==> src/rtl/uart_sched_pkg.sv <==
// Shared types and constants for the UART transmit scheduler.
// Latency: n/a (declarations only).
// Backpressure: n/a.
package uart_sched_pkg;

  // Master FSM: ST_INIT is also the op-select state between transactions.
  typedef enum logic [2:0] {
    ST_INIT  = 3'd0,
    ST_REQ   = 3'd1,
    ST_BEGIN = 3'd2,
    ST_WDATA = 3'd3,
    ST_WEND  = 3'd4,
    ST_RWAIT = 3'd5,
    ST_REND  = 3'd6
  } state_t;

  // 16550 register offsets (DLL/DLM alias RBR_THR/IER while LCR.DLAB=1).
  localparam logic [2:0] RBR_THR = 3'd0;
  localparam logic [2:0] IER_DLM = 3'd1;
  localparam logic [2:0] FCR     = 3'd2;
  localparam logic [2:0] LCR     = 3'd3;
  localparam logic [2:0] LSR     = 3'd5;

  localparam int         LSR_THRE_BIT = 5;
  localparam logic [7:0] FCR_INIT     = 8'h07;
  localparam logic [2:0] INIT_OPS     = 3'd5;

  typedef struct packed {
    logic [2:0] off;
    logic [7:0] dat;
  } init_op_t;

  // Configuration write number idx: open divisor latch, load it, close latch, enable FIFOs.
  function automatic init_op_t init_op(input logic [2:0] idx, input logic [7:0] lcr,
                                       input logic [15:0] div);
    init_op_t op;
    case (idx)
      3'd0:    op = '{off: LCR,     dat: 8'h80 | lcr};
      3'd1:    op = '{off: RBR_THR, dat: div[7:0]};
      3'd2:    op = '{off: IER_DLM, dat: div[15:8]};
      3'd3:    op = '{off: LCR,     dat: lcr};
      default: op = '{off: FCR,     dat: FCR_INIT};
    endcase
    return op;
  endfunction

endpackage

==> src/rtl/uart_sched_rr_arbiter.sv <==
// Round-robin winner select: first valid requester at or after the pointer.
// Latency: combinational.
// Backpressure: none; the caller decides when the winner is taken.
module uart_sched_rr_arbiter
  import uart_sched_pkg::*;
#(
  parameter int NR_REQ = 4,
  localparam int PTR_W = $clog2(NR_REQ)
) (
  input  logic [NR_REQ-1:0] req_valid_i,
  input  logic [PTR_W-1:0]  ptr_i,
  output logic [PTR_W-1:0]  winner_o,
  output logic              any_valid_o
);

  logic [PTR_W:0]   sum;
  logic [PTR_W-1:0] idx;

  // Rotate the scan start to the pointer and keep the first hit.
  always_comb begin
    winner_o    = '0;
    any_valid_o = 1'b0;
    sum         = '0;
    idx         = '0;
    for (int i = 0; i < NR_REQ; i++) begin
      sum = {1'b0, ptr_i} + (PTR_W+1)'(i);
      if (sum >= (PTR_W+1)'(NR_REQ)) sum = sum - (PTR_W+1)'(NR_REQ);
      idx = sum[PTR_W-1:0];
      if (!any_valid_o && req_valid_i[idx]) begin
        winner_o    = idx;
        any_valid_o = 1'b1;
      end
    end
  end

endmodule

==> src/rtl/uart_tx_scheduler.sv <==
// Bus master that configures a 16550 UART, then polls LSR and feeds THR from NR_REQ requesters.
// Latency: 5 cycles per write with immediate grant; reads last until the slave ends them.
// Backpressure: requestBus held until busGrant; reqReady pulses only when a byte's write completes.
// Optional UART_SCHED_TIMEOUT_EN: read watchdog that aborts after TIMEOUT_CYCLES wait cycles.
module uart_tx_scheduler
  import uart_sched_pkg::*;
#(
  parameter int          NR_REQ         = 4,
  parameter logic [31:0] UART_BASE      = 32'h5000_0000,
  parameter logic [15:0] BAUD_DIVISOR   = 16'd27,
  parameter logic [7:0]  LCR_VALUE      = 8'h03,
  parameter int          TX_BURST       = 16,
  parameter int          TIMEOUT_CYCLES = 1023
) (
  input  logic                  clock,
  input  logic                  reset,
  input  logic [NR_REQ-1:0]     reqValid,
  input  logic [8*NR_REQ-1:0]   reqData,
  output logic [NR_REQ-1:0]     reqReady,
  output logic                  requestBus,
  input  logic                  busGrant,
  output logic                  beginTransactionOut,
  output logic                  readNWriteOut,
  output logic [31:0]           addressDataOut,
  output logic [3:0]            byteEnablesOut,
  output logic [7:0]            burstSizeOut,
  output logic                  dataValidOut,
  output logic                  endTransactionOut,
  output logic                  busyOut,
  input  logic [31:0]           addressDataIn,
  input  logic                  dataValidIn,
  input  logic                  endTransactionIn,
  input  logic                  busErrorIn,
  output logic                  initDone,
  output logic                  errorSticky
);

  localparam int PTR_W = $clog2(NR_REQ);

  state_t           state_q, state_d;
  logic [2:0]       init_idx_q;
  logic [PTR_W-1:0] ptr_q, win_q, win, ptr_nxt;
  logic [4:0]       burst_q;
  logic [2:0]       op_off_q;
  logic [7:0]       op_dat_q;
  logic             op_rd_q, op_byte_q, err_q;
  logic             any_vld, init_done, bus_active, abort, sel, tmo_hit;
  init_op_t         init_sel;

`ifdef UART_SCHED_TIMEOUT_EN
  logic [9:0] tmo_q;
  assign tmo_hit = (state_q == ST_RWAIT || state_q == ST_REND) && (tmo_q == 10'(TIMEOUT_CYCLES));

  // Watchdog: cleared on each address phase, counts while waiting on the read slave.
  always_ff @(posedge clock or negedge reset) begin
    if (!reset)                                             tmo_q <= '0;
    else if (state_q == ST_BEGIN)                           tmo_q <= '0;
    else if ((state_q == ST_RWAIT || state_q == ST_REND) && !tmo_hit) tmo_q <= tmo_q + 10'd1;
  end
`else
  logic unused_tmo;
  assign tmo_hit    = 1'b0;
  assign unused_tmo = ^TIMEOUT_CYCLES;
`endif

  uart_sched_rr_arbiter #(.NR_REQ(NR_REQ)) u_arb (
    .req_valid_i (reqValid),
    .ptr_i       (ptr_q),
    .winner_o    (win),
    .any_valid_o (any_vld)
  );

  logic unused_rd;
  assign unused_rd  = ^(addressDataIn & ~(32'h1 << (8 + LSR_THRE_BIT)));

  assign init_done  = (init_idx_q == INIT_OPS);
  assign init_sel   = init_op(init_idx_q, {1'b0, LCR_VALUE[6:0]}, BAUD_DIVISOR);
  assign bus_active = (state_q == ST_BEGIN) || (state_q == ST_WDATA) || (state_q == ST_WEND) ||
                      (state_q == ST_RWAIT) || (state_q == ST_REND);
  assign abort      = bus_active && (busErrorIn || tmo_hit);
  assign sel        = (state_q == ST_INIT) && (!init_done || any_vld);
  assign ptr_nxt    = (win_q == PTR_W'(NR_REQ - 1)) ? '0 : win_q + PTR_W'(1);

  // State register.
  always_ff @(posedge clock or negedge reset) begin
    if (!reset) state_q <= ST_INIT;
    else        state_q <= state_d;
  end

  // Next-state: walk one bus transaction; any error or timeout drops straight back to select.
  always_comb begin
    state_d = state_q;
    case (state_q)
      ST_INIT:  if (sel) state_d = ST_REQ;
      ST_REQ:   if (busGrant) state_d = ST_BEGIN;
      ST_BEGIN: state_d = op_rd_q ? ST_RWAIT : ST_WDATA;
      ST_WDATA: state_d = ST_WEND;
      ST_WEND:  state_d = ST_INIT;
      ST_RWAIT: if (dataValidIn) state_d = endTransactionIn ? ST_INIT : ST_REND;
      ST_REND:  if (endTransactionIn) state_d = ST_INIT;
      default:  state_d = ST_INIT;
    endcase
    if (abort) state_d = ST_INIT;
  end

  // Datapath: latch the chosen op at select time, track init progress, burst budget and pointer.
  always_ff @(posedge clock or negedge reset) begin
    if (!reset) begin
      init_idx_q <= '0;
      ptr_q      <= '0;
      win_q      <= '0;
      burst_q    <= '0;
      op_off_q   <= '0;
      op_dat_q   <= '0;
      op_rd_q    <= 1'b0;
      op_byte_q  <= 1'b0;
      err_q      <= 1'b0;
    end else begin
      if (sel) begin
        if (!init_done) begin
          op_off_q  <= init_sel.off;
          op_dat_q  <= init_sel.dat;
          op_rd_q   <= 1'b0;
          op_byte_q <= 1'b0;
        end else if (burst_q != 5'd0) begin
          op_off_q  <= RBR_THR;
          op_dat_q  <= reqData[{win, 3'b000} +: 8];
          win_q     <= win;
          op_rd_q   <= 1'b0;
          op_byte_q <= 1'b1;
        end else begin
          op_off_q  <= LSR;
          op_dat_q  <= '0;
          op_rd_q   <= 1'b1;
          op_byte_q <= 1'b0;
        end
      end
      // Nobody pending at select time ends the burst; the next byte waits for a fresh poll.
      if (state_q == ST_INIT && init_done && !any_vld) burst_q <= '0;
      if (state_q == ST_WEND && op_byte_q) begin
        ptr_q   <= ptr_nxt;
        burst_q <= burst_q - 5'd1;
      end
      if (state_q == ST_RWAIT && dataValidIn)
        burst_q <= addressDataIn[8 + LSR_THRE_BIT] ? 5'(TX_BURST) : 5'd0;
      if ((state_q == ST_WEND || abort) && !init_done) init_idx_q <= init_idx_q + 3'd1;
      if (abort) begin
        err_q   <= 1'b1;
        burst_q <= '0;
      end
    end
  end

  // Bus outputs decoded from registered state only, so reset clears them immediately.
  always_comb begin
    requestBus          = (state_q != ST_INIT);
    beginTransactionOut = (state_q == ST_BEGIN);
    readNWriteOut       = (state_q == ST_BEGIN) && op_rd_q;
    dataValidOut        = (state_q == ST_WDATA);
    endTransactionOut   = (state_q == ST_WEND) || tmo_hit;
    byteEnablesOut      = '0;
    addressDataOut      = '0;
    reqReady            = '0;
    if (state_q == ST_BEGIN) begin
      byteEnablesOut = 4'b0001 << op_off_q[1:0];
      addressDataOut = UART_BASE + {29'd0, op_off_q};
    end
    if (state_q == ST_WDATA) addressDataOut = {24'd0, op_dat_q} << {op_off_q[1:0], 3'b000};
    if (state_q == ST_WEND && op_byte_q) reqReady[win_q] = 1'b1;
  end

  assign burstSizeOut = '0;
  assign busyOut      = 1'b0;
  assign initDone     = init_done;
  assign errorSticky  = err_q;

endmodule

==> config.mk <==
export PLATFORM = sky130hd
export DESIGN_NAME = uart_tx_scheduler
export DESIGN_NICKNAME = d
export VERILOG_FILES = /design/src/rtl/uart_sched_pkg.sv /design/src/rtl/uart_sched_rr_arbiter.sv /design/src/rtl/uart_tx_scheduler.sv
export SDC_FILE = /design/constraint.sdc
export NUM_CORES = 1
export LEC_CHECK = 0
export BUFFER_PORTS_ARGS = -buffer_cell sky130_fd_sc_hd__buf_2
export CAP_MARGIN = 20
export CORE_UTILIZATION = 31
export CTS_BUF_LIST = sky130_fd_sc_hd__clkbuf_4 sky130_fd_sc_hd__clkbuf_8
export DETAILED_ROUTE_END_ITERATION = 8
export SETUP_SLACK_MARGIN = 0.2
export SLEW_MARGIN = 20
export SYNTH_ARGS = -nofsm -noshare
export SYNTH_HDL_FRONTEND = slang
export SYNTH_SLANG_ARGS = --single-unit
==> constraint.sdc <==
create_clock -name clock -period 2.05 [get_ports clock]
set_clock_uncertainty 0.2 [all_clocks]
set_input_delay 0.41 -clock clock [delete_from_list [all_inputs] [get_ports clock]]
set_output_delay 0.41 -clock clock [all_outputs]
set_load 0.03 [all_outputs]
## Yosys cells after proc, flatten, opt, wreduce, memory -nomap -nowiden

Cells that the tools add are included.

| word-level totals | value |
|---|---|
| input bits | 74 |
| flip-flop bits (word level) | 29 |

| cells by class | value |
|---|---|
| $lt $le $gt $ge | 10 |
| shift operators | 3 |
| reductions and logical operators | 30 |
| mux-type cells | 49 |
| equality and inequality tests | 15 |
| $add $sub $neg | 11 |

Operator list:

| cell | count |
|---|---|
| two-way mux 32 bit | 2 |
| case mux 10 bit (4 select lines) | 1 |
| adder 31 x 3 -> 32 bit (first input constant) | 1 |
| variable part select 32 x 6 -> 8 bit | 1 |
| left shift 8 x 5 -> 32 bit | 1 |
| two-way mux 3 bit | 9 |
| two-way mux 5 bit | 5 |
| two-way mux 2 bit | 9 |
| case mux 3 bit (6 select lines) | 1 |
| two-way mux 8 bit | 2 |
| < comparator 2 x 3 -> 1 bit (second input constant) | 5 |
| two-way mux 1 bit | 13 |
| == test 3 x 2 -> 1 bit (second input constant) | 4 |
| == test 3 bit (second input constant) | 4 |
| logical AND 1 bit | 12 |
| inequality test 3 bit (second input constant) | 4 |
| >= comparator 3 bit (second input constant) | 3 |
| binary-select mux 1 bit (select 2 bit) | 4 |
| two-way mux 4 bit | 2 |
| subtractor 2 x 1 -> 2 bit (second input constant) | 4 |
| adder 2 x 2 -> 3 bit (second input constant) | 2 |
| == test 3 x 1 -> 1 bit (second input constant) | 2 |
| logical NOT 3 bit | 2 |
| logical OR 1 bit | 6 |
| 15 further kinds | 19 |

## Logic depth before layout (Yosys ltp)

| logic depth | value |
|---|---|
| word-level depth | 20 |
| gate-level depth with buffers | 9 |

## Cells and area by module

From an unflattened synthesis, not the netlist that was laid out.

| unflattened totals | value |
|---|---|
| cell total of the unflattened synthesis | 244 |
| area total of the unflattened synthesis | 2,220.9 um2 |

Modules (own cells, without submodules):

| module | area an instance (um2) | seq. area each (um2) | times used | cells an instance |
|---|---|---|---|---|
| uart_tx_scheduler | 2,143.3 | 700.7 | 1 | 229 |
| uart_sched_rr_arbiter | 77.6 | 0.0 | 1 | 15 |

## Worst setup path after synthesis

OpenSTA, ideal clock, no wires.

| timing path | value |
|---|---|
| path kind | register to output |
| start point | register state_q[2] |
| end point | output port addressDataOut[24] |
| cell stages (with the launch flop) | 7 |
| data arrival time | 1,605 ps |
| setup slack | -165 ps |
| buffers on the path | 1 |
| required time | 1,440 ps |
| cells stage by stage | dfrtp_1 -> nor2b_1 -> nand2_1 -> inv_1 -> and3_1 -> clkbuf_1 -> and2_1 |

RTL lines:

| what | line | source |
|---|---|---|
| start: declaration | uart_tx_scheduler.sv:40 | `state_t state_q, state_d;` |
| start signal: assignment | uart_tx_scheduler.sv:87 | `else state_q <= state_d;` |
| == test 3 x 2 -> 1 bit | n/a |  |
| via dataValidOut | uart_tx_scheduler.sv:27 | `output logic dataValidOut,` |
| two-way mux 32 bit | uart_tx_scheduler.sv:168 | `if (state_q == ST_WDATA) addressDataOut = {24'd0, op_dat_q} << {op_off_q[1:0], 3'b000};` |
| end: declaration | uart_tx_scheduler.sv:24 | `output logic [31:0] addressDataOut,` |

The timed path passes the listed nets, and every way through them passes these cells.

## Worst setup path after layout

| timing path | value |
|---|---|
| start point | register state_q[2] |
| end point | output port requestBus |

| between the ends | value |
|---|---|
| word-level cells in the longest chain between the ends | 1 |

Ends and longest elaborated chain:

| what | line | source |
|---|---|---|
| nonzero test 3 bit | uart_tx_scheduler.sv:156 | `requestBus = (state_q != ST_INIT);` |
| end: declaration | uart_tx_scheduler.sv:20 | `output logic requestBus,` |

No other way between the ends.

==> results_tabular.tex <==
\begin{tabular}{lr}
\hline
Metric & Value \\
\hline
\multicolumn{2}{l}{\textbf{Critical path}} \\
\quad Chain of cells forming the critical path & buf\_4, buf\_6, or3\_4, buf\_6, buf\_6 \\
\quad Category of the worst setup path capture point & primary output \\
\quad Crit path max fanout & 4 \\
\quad Arrival time reported for the critical path endpoint & roughly 1.6 ns \\
\quad Cell mode on critical path & sky130\_fd\_sc\_hd\_\_buf\_6 \\
\quad Setup slack of the worst register-to-register path & 0 ns \\
\quad Kind of cell with the highest combined delay on the critical path & buffers and inverters \\
\quad Critical path data required time & 1.44 ns \\
\quad Critical path launch point type & register \\
\quad Max incr delay on CP & about 0.42 ns \\
\quad Critical path buffers and inverters & 4 \\
\quad Library cell contributing the largest single delay on the critical path & sky130\_fd\_sc\_hd\_\_dfrtp\_1 \\
\quad CP Class & register to primary output \\
\multicolumn{2}{l}{\textbf{GRT}} \\
\quad Largest net degree at the start of global routing & 29 \\
\quad Overflow left after global routing & 0 \\
\quad Vias in the first global route & 2,337 \\
\quad Antenna violations before repair & 0 \\
\quad First-pass GRT wire length & between 10,000 and 15,000 um \\
\quad Global-route total usage across every layer & between 10\% and 20\% \\
\multicolumn{2}{l}{\textbf{Final layout}} \\
\quad Count of nets after finishing & 480 \\
\quad Share of post-route cells with drive strength above 1 & around 62\% \\
\quad Final-layout fill cell count & about 590 \\
\quad Antenna Diode Count & 0 \\
\quad Layout area overhead & 75.2\% \\
\multicolumn{2}{l}{\textbf{Clock tree}} \\
\quad Total CTS buffers & 3 \\
\quad Maximum level of the CTS H-tree & 1 \\
\quad Later-pin clock latency in the skew report & 0.28 ns \\
\quad Cell at the root of the clock tree & sky130\_fd\_sc\_hd\_\_clkbuf\_8 \\
\quad Clock-pin slew on the worst setup and hold paths & 0.10 ns \\
\quad TritonCTS clock tree & yes \\
\quad CTS sink cnt & 28 \\
\quad Maximum clock path buffer count & 2 \\
\multicolumn{2}{l}{\textbf{Drt}} \\
\quad Pre-Repair DR Iteration Count & 4 \\
\quad Drt first-iter violations & 107 \\
\quad Detailed-route DRC error count & 0 \\
\quad Via-to-Cell Ratio & $\sim$4.9 \\
\quad Detailed Route WL & roughly 7200 um \\
\quad Total number of vias & around 2.4k \\
\quad Post-DR wirelength/cell & 14.7 um \\
\quad Antenna Violating Nets Remaining & 0 \\
\multicolumn{2}{l}{\textbf{Floorplanning}} \\
\quad Overall die height & approximately 88 um \\
\quad Core box area & 6940 um\^{}2 \\
\quad Width of the die & a little under 90 um \\
\quad Die Footprint & approximately 7700 um\^{}2 \\
\quad Initial cell density of the core & $\sim$33\% \\
\quad Count of boundary I/O pins & between 100 and 150 \\
\quad \# rows & 30 \\
\multicolumn{2}{l}{\textbf{Run status}} \\
\quad Failing checks & setup timing \\
\quad Outcome & finished, violations left \\
\multicolumn{2}{l}{\textbf{STA}} \\
\quad Number of max-slew violations in the final report & 0 \\
\quad Min setup slack post-route & -0.144 ns \\
\quad Max Clk Rate & 0.456 GHz \\
\quad Post-route worst hold slack & between 0.2 and 0.25 ns \\
\quad Minimum clock period & between 2 and 2.5 ns \\
\quad Rel. slew slack & 57.3\% \\
\quad Crit share post-route & 107\% \\
\quad Setup repair after global routing missed its margin & true \\
\quad Final count of negative-setup-slack endpoints & between 40 and 50 \\
\quad Number of hold violations in the final report & 0 \\
\quad Slew @ Worst Pin & 0.641 ns \\
\multicolumn{2}{l}{\textbf{Place}} \\
\quad HPWL Detailed & roughly 4700 um \\
\quad Worst setup timing slack at the placement stage & -0.104 ns \\
\quad Buffers on Ports & 89 \\
\quad Placer Congestion & approximately 0.76 \\
\multicolumn{2}{l}{\textbf{Synth}} \\
\quad Warnings from Yosys & 0 \\
\quad Flip-flop and latch count after synthesis & 28 \\
\quad Sequential cell area fraction in the yosys report & 30.8\% \\
\quad Synthesized cell area & about 2300 um\^{}2 \\
\quad Fraction of registers with async set or reset after synthesis & 100\% \\
\quad Cells after Synth & $\sim$260 \\
\quad Number of synthesized flops with an enable pin & 0 \\
\quad Dominant synthesized flop cell & sky130\_fd\_sc\_hd\_\_dfrtp\_1 \\
\quad Number of distinct library cells after synthesis & 56 \\
\quad Post-Synthesis Mean Instance Area & slightly below 9 um\^{}2 \\
\multicolumn{2}{l}{\textbf{Run}} \\
\quad Max-cap violations & 0 \\
\multicolumn{2}{l}{\textbf{Hold path}} \\
\quad Min-Delay Path Class & primary input to register \\
\multicolumn{2}{l}{\textbf{Power and ir drop}} \\
\quad Static leakage power & roughly 0.0019 uW \\
\quad PwrDens & between 1000 and 1500 nW/um\^{}2 \\
\quad Final total power & about 4300 uW \\
\quad VDD IR-drop max & about 0.64 mV \\
\hline
\end{tabular}
[area by class of cell]
class,instances,area [um^2],share of cell area (%)
multi-input combinational,208,1820,45.8
tap,96,120,3.02
clock inverter,1,30.0,0.754
sequential,28,703,17.7
inverter,14,60.1,1.51
clock buffer,3,41.3,1.04
timing repair buffer,141,1200,30.2
[cell usage after synthesis, drive strengths merged, types with 4 or more instances]
master | n | area, um^2
dfrtp | 28 | 701
and2 | 31 | 194
o221ai | 8 | 70.1
a21o | 5 | 45.0
inv | 14 | 52.6
ha | 10 | 125
nand2 | 24 | 92.6
nor2 | 20 | 75.1
mux2i | 18 | 180
nand2b | 7 | 43.8
buf | 17 | 138
clkbuf | 4 | 16.3
a21oi | 8 | 40.0
o21ai | 17 | 85.1
nor3 | 5 | 30.0
[path summary, 6_finish.rpt]
kind / from / end / depth (start not counted)
min reg2reg: errorSticky$_DFFE_PN0N_ / errorSticky$_DFFE_PN0N_ / 1
max in group asynchronous: reset / state_q[0]$_DFFE_PN0P_ / 2
max reg2reg: state_q[2]$_DFFE_PN0P_ / init_idx_q[1]$_DFFE_PN0P_ / 8
min: reqData[13] / op_dat_q[5]$_DFFE_PN0P_ / 3
max: state_q[2]$_DFFE_PN0P_ / requestBus / 5
min in group asynchronous: reset / op_dat_q[3]$_DFFE_PN0P_ / 2
[worst reg2reg max path: stages, from the launching register on]
cell	delay, ns
sky130_fd_sc_hd__dfrtp_1	0.42
sky130_fd_sc_hd__buf_4	0.15
sky130_fd_sc_hd__buf_6	0.12
sky130_fd_sc_hd__buf_8	0.12
sky130_fd_sc_hd__nand2_2	0.07
sky130_fd_sc_hd__nand2_1	0.06
sky130_fd_sc_hd__a211o_1	0.34
sky130_fd_sc_hd__nor2_4	0.16
sky130_fd_sc_hd__mux2_4	0.31
[sequential cells by signal, summed over array words and instances, names as in the netlist]
signal / cells
op_dat_q: 8
burst_q: 5
init_idx_q: 3
op_off_q: 3
state_q: 3
ptr_q: 2
win_q: 2
errorSticky: 1
op_byte_q: 1
[logic make-up (layout without fill, tap and decap cells)]
family	Yosys count	in the layout	share of synthesized area, %
buffers and inverters	35	159	9.09
XOR/XNOR	1	1	0.386
AND/OR/NAND/NOR	105	106	25.5
AO/OA/AOI/OAI	62	62	19.6
other	1	9	0.165
adder cells (fa/ha/maj)	10	10	5.51
flip-flops	28	28	30.8
multiplexers	20	20	8.92
[layer usage]
layer / GRT usage (%) / vias up / part of all wire [%]
met3: 2.92 / 9 / 4.1
met2: 33.7 / 77 / 54
met5: 0 / - / 0
met4: 3.13 / 0 / 1.0
met1: 21.1 / 1156 / 41
li1: - / 1162 / -
[cell usage in the layout (no fill, tap or decap), types with 4 or more instances in the layout]
cell type | synthesis | final
sky130_fd_sc_hd__inv_1 | 14 | 10
sky130_fd_sc_hd__nand2_1 | 23 | 11
sky130_fd_sc_hd__o21ai_1 | 2 | 13
sky130_fd_sc_hd__dfrtp_1 | 28 | 26
sky130_fd_sc_hd__nand2b_1 | 7 | 5
sky130_fd_sc_hd__ha_1 | 10 | 9
sky130_fd_sc_hd__o221ai_2 | 0 | 8
sky130_fd_sc_hd__a21oi_1 | 8 | 5
sky130_fd_sc_hd__mux2i_1 | 18 | 18
sky130_fd_sc_hd__buf_4 | 11 | 34
sky130_fd_sc_hd__nand2_2 | 1 | 10
sky130_fd_sc_hd__nand2_4 | 0 | 4
sky130_fd_sc_hd__buf_2 | 2 | 43
sky130_fd_sc_hd__buf_6 | 4 | 61
sky130_fd_sc_hd__nor2_1 | 20 | 16
sky130_fd_sc_hd__and2_4 | 0 | 31
sky130_fd_sc_hd__nor2_4 | 0 | 4
sky130_fd_sc_hd__conb_1 | 1 | 9
[where the power goes]
group | internal, uW | switching [uW] | leakage (uW) | total (uW)
clock | 262 | 181 | 0.0000357 | 443
sequential | 717 | 239 | 0.000351 | 956
combinational | 1470 | 1450 | 0.00152 | 2920
[stage by stage]
| step | utilization (%) | std cells | area (um^2) | setup TNS, ns |
|---|---|---|---|---|
| finish | 57.3 | 491 | 3980 | -3.42 |
| global route | 57.3 | 491 | 3980 | -7.06 |
| floorplan | - | 270 | 2440 | 0 |
| detailed placement | 43.6 | 458 | 3030 | -1.46 |
| global placement | 43.6 | 458 | 3030 | -0.689 |
| CTS | 55.4 | 486 | 3850 | -4.50 |
[repair_timing]
item                       CTS  global route
hold endpoints to repair    28             0
gates cloned                 1             0
setup buffers               22             5
setup endpoints to repair   68            71
gates resized for setup    176            27
hold buffers                 1             0
pin swaps                   35            11
(Power assumes the default switching activity.)
